**src/rtl/issue_scheduler.sv**
```systemverilog
// -----------------------------------------------------------------------------
// issue_scheduler
//   In-order issue queue with per-unit credit scheduling, sitting between decode
//   and the ISSUE_UNIT. Decoded {unit_sel, uop} pairs are buffered in a small
//   circular queue. The head entry is released only when its target unit
//   (INT/VEC/LSU) has a free credit. A blocked head blocks everything behind it.
//
// Ports
//   clock_in           : clock, all state updates on the rising edge
//   reset_in           : asynchronous active-low reset
//   flush_in           : synchronous flush of queued, not-yet-issued entries
//   dec_valid_in       : decode offers an entry
//   dec_unit_sel_in    : one-hot target unit (001 INT, 010 VEC, 100 LSU)
//   dec_uop_in         : micro-op
//   dec_ready_out      : queue can accept this cycle
//   int_done_in        : INT retires one op (returns one credit)
//   vec_done_in        : VEC retires one op
//   lsu_done_in        : LSU retires one op
//   exec_unit_sel_out  : issued unit select, 000 when nothing issues
//   exec_uop_out       : issued micro-op, 0000 when nothing issues
//   issue_valid_out    : head entry issues this cycle
//   illegal_sel_out    : one-cycle pulse after a non-one-hot select was accepted
//   stall_count_out    : saturating count of cycles the head was blocked
// -----------------------------------------------------------------------------
module issue_scheduler #(
  parameter int QUEUE_DEPTH = 4,
  parameter int INT_CREDITS = 1,
  parameter int VEC_CREDITS = 2,
  parameter int LSU_CREDITS = 2
) (
  input  logic        clock_in,
  input  logic        reset_in,
  input  logic        flush_in,
  input  logic        dec_valid_in,
  input  logic [2:0]  dec_unit_sel_in,
  input  logic [3:0]  dec_uop_in,
  output logic        dec_ready_out,
  input  logic        int_done_in,
  input  logic        vec_done_in,
  input  logic        lsu_done_in,
  output logic [2:0]  exec_unit_sel_out,
  output logic [3:0]  exec_uop_out,
  output logic        issue_valid_out,
  output logic        illegal_sel_out,
  output logic [15:0] stall_count_out
);

  localparam int PTR_W = $clog2(QUEUE_DEPTH);
  localparam int CNT_W = PTR_W + 1;

  typedef logic [1:0] credit_t;

  localparam credit_t INT_MAX = credit_t'(INT_CREDITS);
  localparam credit_t VEC_MAX = credit_t'(VEC_CREDITS);
  localparam credit_t LSU_MAX = credit_t'(LSU_CREDITS);

  // Issue and retire to the same unit in one cycle cancel out; a retire with
  // the credit already at its ceiling is dropped so the counter cannot wrap.
  function automatic credit_t credit_next(input credit_t cur, input logic take,
                                          input logic give, input credit_t max);
    credit_t res;
    res = cur;
    if (take && !give)
      res = cur - 2'd1;
    else if (give && !take && (cur != max))
      res = cur + 2'd1;
    return res;
  endfunction

  function automatic logic [15:0] sat_inc16(input logic [15:0] cur);
    return (cur == 16'hFFFF) ? cur : cur + 16'd1;
  endfunction

  logic [2:0]       sel_mem [QUEUE_DEPTH];
  logic [3:0]       uop_mem [QUEUE_DEPTH];
  logic [PTR_W-1:0] wr_ptr;
  logic [PTR_W-1:0] rd_ptr;
  logic [CNT_W-1:0] count;
  credit_t          int_credit;
  credit_t          vec_credit;
  credit_t          lsu_credit;

  logic       empty;
  logic       full;
  logic       accept;
  logic       sel_legal;
  logic       wr_en;
  logic [2:0] head_sel;
  logic [3:0] head_uop;
  logic       head_has_credit;
  logic       pop;

  assign empty     = (count == '0);
  assign full      = (count == CNT_W'(QUEUE_DEPTH));
  assign sel_legal = (dec_unit_sel_in == 3'b001) || (dec_unit_sel_in == 3'b010) ||
                     (dec_unit_sel_in == 3'b100);

  assign dec_ready_out = !full && !flush_in;
  assign accept        = dec_valid_in && dec_ready_out;
  // Illegal selects still complete the handshake but are never stored.
  assign wr_en         = accept && sel_legal;

  assign head_sel = sel_mem[rd_ptr];
  assign head_uop = uop_mem[rd_ptr];

  // Stored selects are always one-hot; when the queue is empty the head slot
  // may hold stale contents, which is harmless because empty gates the issue.
  always_comb begin
    head_has_credit = 1'b0;
    if (head_sel[0])
      head_has_credit = (int_credit != 2'd0);
    else if (head_sel[1])
      head_has_credit = (vec_credit != 2'd0);
    else if (head_sel[2])
      head_has_credit = (lsu_credit != 2'd0);
  end

  assign issue_valid_out   = !empty && !flush_in && head_has_credit;
  assign pop               = issue_valid_out;
  assign exec_unit_sel_out = issue_valid_out ? head_sel : 3'b000;
  assign exec_uop_out      = issue_valid_out ? head_uop : 4'b0000;

  // Queue storage: data only, no reset needed.
  always_ff @(posedge clock_in) begin
    if (wr_en) begin
      sel_mem[wr_ptr] <= dec_unit_sel_in;
      uop_mem[wr_ptr] <= dec_uop_in;
    end
  end

  // Queue control: pointers wrap naturally since QUEUE_DEPTH is a power of two.
  always_ff @(posedge clock_in or negedge reset_in) begin
    if (!reset_in) begin
      wr_ptr <= '0;
      rd_ptr <= '0;
      count  <= '0;
    end else if (flush_in) begin
      wr_ptr <= '0;
      rd_ptr <= '0;
      count  <= '0;
    end else begin
      if (wr_en)
        wr_ptr <= wr_ptr + PTR_W'(1);
      if (pop)
        rd_ptr <= rd_ptr + PTR_W'(1);
      case ({wr_en, pop})
        2'b10:   count <= count + CNT_W'(1);
        2'b01:   count <= count - CNT_W'(1);
        default: count <= count;
      endcase
    end
  end

  // Credits keep tracking retirements through a flush: in-flight ops are not
  // affected by discarding the queue.
  always_ff @(posedge clock_in or negedge reset_in) begin
    if (!reset_in) begin
      int_credit <= INT_MAX;
      vec_credit <= VEC_MAX;
      lsu_credit <= LSU_MAX;
    end else begin
      int_credit <= credit_next(int_credit, pop && head_sel[0], int_done_in, INT_MAX);
      vec_credit <= credit_next(vec_credit, pop && head_sel[1], vec_done_in, VEC_MAX);
      lsu_credit <= credit_next(lsu_credit, pop && head_sel[2], lsu_done_in, LSU_MAX);
    end
  end

  always_ff @(posedge clock_in or negedge reset_in) begin
    if (!reset_in) begin
      illegal_sel_out <= 1'b0;
      stall_count_out <= 16'd0;
    end else begin
      illegal_sel_out <= accept && !sel_legal;
      if (!empty && !issue_valid_out && !flush_in)
        stall_count_out <= sat_inc16(stall_count_out);
    end
  end

endmodule

```
**config.mk**
```make
export PLATFORM = sky130hd
export DESIGN_NAME = issue_scheduler
export DESIGN_NICKNAME = d
export VERILOG_FILES = /design/src/rtl/issue_scheduler.sv
export SDC_FILE = /design/constraint.sdc
export NUM_CORES = 1
export LEC_CHECK = 0
export BUFFER_PORTS_ARGS = -buffer_cell sky130_fd_sc_hd__buf_2
export CORE_MARGIN = 8
export CORE_UTILIZATION = 45
export DETAILED_ROUTE_END_ITERATION = 6
export GPL_ROUTABILITY_DRIVEN = 0
export GPL_TIMING_DRIVEN = 0
export PLACE_DENSITY = 0.66
export SETUP_SLACK_MARGIN = 0.02
export SLEW_MARGIN = 5
export SYNTH_ARGS = -nofsm -noshare
export SYNTH_HDL_FRONTEND = slang
export SYNTH_SLANG_ARGS = --single-unit
```
**constraint.sdc**
```tcl
create_clock -name clock_in -period 7.86 [get_ports clock_in]
set_input_delay 0.786 -clock clock_in [delete_from_list [all_inputs] [get_ports clock_in]]
set_output_delay 0.786 -clock clock_in [all_outputs]
set_load 0.01 [all_outputs]
```
After elaboration in Yosys (flattened, before gate mapping)

Memories as Yosys holds them, arrays and structs flattened.
Cells that the tools add are included.

Register bits: 30
Memories: 2
RAM bits: 28
Word-level logic and storage cells: 95
Input port bits: 14
Output and inout port bits: 26

$add $sub $neg: 11
Bitwise gates (word level): 1
Muxes and demuxes: 19
Equal/unequal tests: 10
Reduce and logical (&&, ||, !) cells: 44

Memories:

| memory  | words | width | rd ports | clocked after Yosys merged registers in | wr ports | line | RTL |
|---|---|---|---|---|---|---|---|
| uop_mem | 4     | 4     | 1        | 0                                       | 1        | 75   | `logic [3:0] uop_mem [QUEUE_DEPTH];` |
| sel_mem | 4     | 3     | 1        | 0                                       | 1        | 74   | `logic [2:0] sel_mem [QUEUE_DEPTH];` |

Operator list:

| kind                                                  | number |
|---|---|
| logical AND 1 bit                                     | 20 |
| 2-to-1 mux 2 bit                                      | 10 |
| adder 16 x 1 -> 16 bit, second input constant         | 1 |
| == test 16 bit, second input constant                 | 1 |
| nonzero test 2 bit                                    | 8 |
| logical NOT 1 bit                                     | 11 |
| adder 2 x 1 -> 2 bit, second input constant           | 5 |
| == test 3 bit, second input constant                  | 2 |
| 2-to-1 mux 3 bit                                      | 2 |
| case mux 3 bit (2 select lines)                       | 1 |
| subtractor 2 x 1 -> 2 bit, second input constant      | 3 |
| 2-to-1 mux 1 bit                                      | 5 |
| 2-to-1 mux 4 bit                                      | 1 |
| inequality test 2 bit, second input constant          | 2 |
| adder 3 x 1 -> 3 bit, second input constant           | 1 |
| == test 3 x 1 -> 1 bit, second input constant         | 1 |
| == test 3 x 2 -> 1 bit, second input constant         | 1 |
| logical NOT 3 bit                                     | 1 |
| nonzero test 3 bit                                    | 1 |
| subtractor 3 x 1 -> 3 bit, second input constant      | 1 |
| == test 2 x 1 -> 1 bit, second input constant         | 1 |
| == test 2 bit, second input constant                  | 1 |
| logical OR 1 bit                                      | 2 |
| inequality test 2 x 1 -> 1 bit, second input constant | 1 |
| 2 further kinds                                       | 2 |

Depth between registers and ports, before layout

Depth after elaboration: 11
Mapped depth: 10
Gate-level depth less buffers: 10

Least setup slack after synthesis

No wires, ideal clock.

Path type: input to register
Start: in flush_in
End: reg count[2]
Buffers on the path: 1
Setup time: 79 ps
Cell stages on the path: 7
Arrival time: 2831 ps
Data required time: 7781 ps
Slack: 4950 ps
Cells stage by stage: clkbuf_1 -> a211o_1 -> nor2_1 -> nor2_1 -> fa_1 -> o41ai_1 -> mux2i_1

Word-level cells in the longest chain between the ends: 7
Elaborated cells between the ends (all ways): 11
Those cells by class: 2 x eq/ne; 2 x mux; 7 x reduce/logical

RTL lines:

| element                                                        | line    | RTL |
|---|---|---|
| start, declared                                                | 33      | `input logic flush_in,` |
| logical NOT 1 bit                                              | 98, 118 |  |
| logical AND 1 bit                                              | 98      | `assign dec_ready_out = !full && !flush_in;` |
| logical AND 1 bit                                              | 99      | `assign accept = dec_valid_in && dec_ready_out;` |
| logical AND 1 bit                                              | 101     | `assign wr_en = accept && sel_legal;` |
| == test 2 x 1 -> 1 bit / == test 2 bit (equally long branches) | 146     | `case ({wr_en, pop})` |
| case mux 3 bit (2 select lines)                                | 146     |  |
| 2-to-1 mux 3 bit                                               | 137     | `end else if (flush_in) begin` |
| end signal, assigned                                           | 147     | `2'b10: count <= count + CNT_W'(1);` |
| end signal, assigned                                           | 148     | `2'b01: count <= count - CNT_W'(1);` |
| end signal, assigned                                           | 149     | `default: count <= count;` |
| end, declared                                                  | 78      | `logic [CNT_W-1:0] count;` |

Parallel ways exist; a longest one is shown, timed or not.
A chain may end at the register's enable or synchronous reset.

Worst setup path after layout

Start: reg rd_ptr[0]
End: out exec_uop_out[1]

Word-level cells in the longest chain between the ends: 6
Elaborated cells between the ends (all ways): 7
Those cells by class: 4 x mux; 1 x reduce/logical; 2 x memory

RTL lines:

| element                 | line | RTL |
|---|---|---|
| start, declared         | 77   | `logic [PTR_W-1:0] rd_ptr;` |
| start signal, assigned  | 145  | `rd_ptr <= rd_ptr + PTR_W'(1);` |
| memory read (4 x 3 bit) | --   |  |
| 2-to-1 mux 1 bit        | 114  | `else if (head_sel[2])` |
| 2-to-1 mux 1 bit        | 112  | `else if (head_sel[1])` |
| 2-to-1 mux 1 bit        | 110  | `if (head_sel[0])` |
| logical AND 1 bit       | 118  | `assign issue_valid_out = !empty && !flush_in && head_has_credit;` |
| 2-to-1 mux 4 bit *      | 121  | `assign exec_uop_out = issue_valid_out ? head_uop : 4'b0000;` |
| end, declared           | 42   | `output logic [3:0] exec_uop_out,` |

Every way passes the cells marked *; elsewhere a longest branch is shown, timed or not.

==> impl_metrics.json <==
{
  "combPwrFrac_pct": 26.7,
  "grt_usage_pct": 13.0,
  "totalWireLength_mm": 5.34,
  "drt-pass1-iter-count": 4,
  "report.final.hold_viol_count": 0,
  "ff_latch_area_um2": 1600,
  "synth_top_flop_cell": "edfxtp_1",
  "wl_per_cell_um": 15.2,
  "drv_slew": 0,
  "place_ws_ns": 4.69,
  "portBuffers": 38,
  "hold_end": "stall_count_out[14]",
  "dieHeight_um": 95.1,
  "r2r-end": "count[2]",
  "drt-initial-drc-count": 81,
  "min_path_cells": 1,
  "die_area_um2": 9040,
  "cts-htree-levels": 3,
  "cts_buffers": 9,
  "grt_start_max_net_pins": 31,
  "finalClockSkew_ns": 0.00270,
  "powerDensity_nw_per_um2": 282,
  "clock_latency_ns": 0.32,
  "outcome": "complete, no violations",
  "grt_first_pass_wirelength_mm": 9.02,
  "final_common_cell": "buf_2",
  "r2r-start": "rd_ptr[0]",
  "core_um2": 6200,
  "cts.sinks": 58,
  "area_growth_pct": 17.6,
  "drive_gt1_share_pct": 25.5,
  "hold_path.class": "flip-flop to flip-flop",
  "required_ns": 7.07,
  "synth-edff-count": 28,
  "grt.overflow.total": 0,
  "hp-start": "stall_count_out[14]",
  "ant_nets": 0,
  "placed_cell_area_um2": 3100,
  "start_kind": "flip-flop",
  "cts-resized-gates": 0,
  "switchingPower_w": 0.000280,
  "power_leakage_nw": 1.41,
  "r2r_slack_ns": 4.74,
  "num_vias": 1819,
  "synthesis.area_um2": 2820,
  "netlist.area_leader.share_pct": 29.9,
  "synthTopCellsByArea": "edfxtp_1 (30%), dfrtp_1 (24%), xnor2_1 (5.6%), mux4_2 (4.0%), ha_1 (3.1%)",
  "cp_max_fo": 9,
  "grt_antenna_before_repair": 0,
  "finalWorstPathRequiredPeriod_ns": 3.37,
  "finalCritPeriodShare_pct": 42.9,
  "num_antenna_cells": 0,
  "reg2reg_depth": 7,
  "cts_max_path_buffers": 2,
  "yosysTopAreaCell": "edfxtp_1",
  "layout.nets": 292,
  "ys_seq_area_share_pct": 56.7,
  "start_util_pct": 45.4,
  "cap_violations": 0,
  "mostFrequentLayoutCells": "buf_2 (38), edfxtp_1 (28), dfrtp_1 (27)",
  "p_seq_share_pct": 42.7,
  "viasPerCell": 5.17,
  "setup_viol": 0,
  "tightest_slew_ns": 0.768,
  "dp_hpwl_mm": 3.81,
  "cts_hold_buffers": 0,
  "rows": 29,
  "post_cts.repair.setup_buffers": 0,
  "ioPinCount": 40,
  "irDropWorstVdd_v": 0.000178,
  "rsz0062_at_grt": "false",
  "totalNegativeSetupSlack_ns": 0,
  "p_sw_share_pct": 30.0,
  "whs_ns": 0.485,
  "crit_type": "flip-flop to output port",
  "grt_pass1_vias": 1898,
  "ys_seq_elements": 58,
  "cts.reportedPaths.clkPinSlew_ns": 0.06,
  "slew_headroom_pct": 48.6,
  "syn-num-nets": 243,
  "synthCells": 221,
  "fmax_mhz": 296,
  "cp.arrival_ns": 2.59,
  "fin_area_um2": 3310,
  "cts_root_buffer": "clkbuf_8",
  "tritoncts": "done",
  "syn_avg_cell_area_um2": 12.7,
  "nFillCells": 536,
  "route.detailed.drc": 0,
  "end_kind": "output port",
  "clockPowerShare_pct": 30.6,
  "async_flop_share_pct": 51.7,
  "synth_cell_types": 45,
  "intPower_w": 0.000654,
  "final_core_util_pct": 53.3,
  "multiInputGateArea_um2": 1150,
  "yosys_warnings": 0,
  "setup_slack_ns": 4.49,
  "die_w_um": 95.1
}
## cell type report
cell class | instances | share of cell area, %
inverter | 11 | 1.32
sequential | 58 | 48.2
timing repair buffer | 38 | 5.75
clock inverter | 7 | 2.53
tap | 77 | 2.91
buffer | 6 | 0.907
clock buffer | 9 | 3.74
multi-input combinational | 146 | 34.6
## power by group through the flow
stage,registers [W],logic (W),clock network (W)
after floorplan,0.000402,0.000183,0
after global placement,0.000403,0.000250,0
after detailed placement,0.000404,0.000254,0
after CTS,0.000399,0.000255,0.000292
after global routing,0.000404,0.000285,0.000304
final,0.000399,0.000249,0.000286
## synth_stat cells, types with 2 or more instances
| master | count |
|---|---|
| inv_1 | 10 |
| mux2_2 | 2 |
| nor3_1 | 4 |
| nor3b_1 | 2 |
| nor2_1 | 10 |
| mux2i_1 | 7 |
| mux4_2 | 5 |
| xnor2_1 | 18 |
| nand3_1 | 13 |
| buf_4 | 2 |
| xor2_1 | 2 |
| a21oi_1 | 2 |
| ha_1 | 7 |
| dfrtp_1 | 27 |
| nand2_1 | 12 |
| and2_1 | 11 |
| nand4_1 | 5 |
| o21bai_1 | 2 |
| edfxtp_1 | 28 |
| mux2_1 | 3 |
| and3_1 | 11 |
| nor2b_1 | 3 |
| dfstp_2 | 3 |
| o21ai_0 | 8 |
| clkbuf_1 | 4 |
## through the flow
step | power (W) | cells
floorplan | 0.000585 | 221
global placement | 0.000653 | 336
detailed placement | 0.000658 | 336
CTS | 0.000946 | 352
global route | 0.000993 | 352
finish | 0.000934 | 352
## state kept, by name (all words and copies together), names as in the netlist
signal           flops
lsu_credit           2
vec_credit           2
stall_count_out     16
int_credit           2
sel_mem             12
uop_mem             16
wr_ptr               2
rd_ptr               2
count                3
illegal_sel_out      1
## how the worst max path moves through the flow
stage / start / end / slack, ns / cells after the start
6_report: rd_ptr[0] / exec_uop_out[1] / 4.49 / 6
5_1_grt: rd_ptr[0] / exec_uop_out[0] / 4.25 / 7
3_5_place_dp: dec_unit_sel_in[0] / count[2] / 4.69 / 8
3_3_place_gp: rd_ptr[0] / count[2] / 4.67 / 8
4_1_cts: rd_ptr[0] / exec_uop_out[1] / 4.44 / 7
2_1_floorplan: flush_in / count[2] / 4.95 / 7
## worst max-delay path, cell delays in order, from the launching register on
cell and delay [ns]:
dfrtp_1 0.44, mux4_2 0.60, a2111oi_4 0.63, or2_4 0.26, inv_4 0.06, and2_1 0.14, buf_2 0.14
## kinds of logic (layout without fill, tap and decap cells)
group           Yosys count  after routing  share of synthesized area, %
flops                    58             58                          56.7
mux                      17             17                          8.49
buf+inv                  17             71                          2.62
compound gates           21             21                          5.56
xor+xnor                 21             21                          7.20
fa+ha+maj                 8              8                          3.82
simple gates             79             79                          15.6
## layer usage
metal	share of wire [%]	vias to the layer above	GRT usage, %
met4	1.8	0	7.41
li1	-	899	-
met1	46	889	16.2
met5	0	-	0
met3	2.6	8	2.91
met2	50	23	20.6
(Power assumes the default switching activity.)
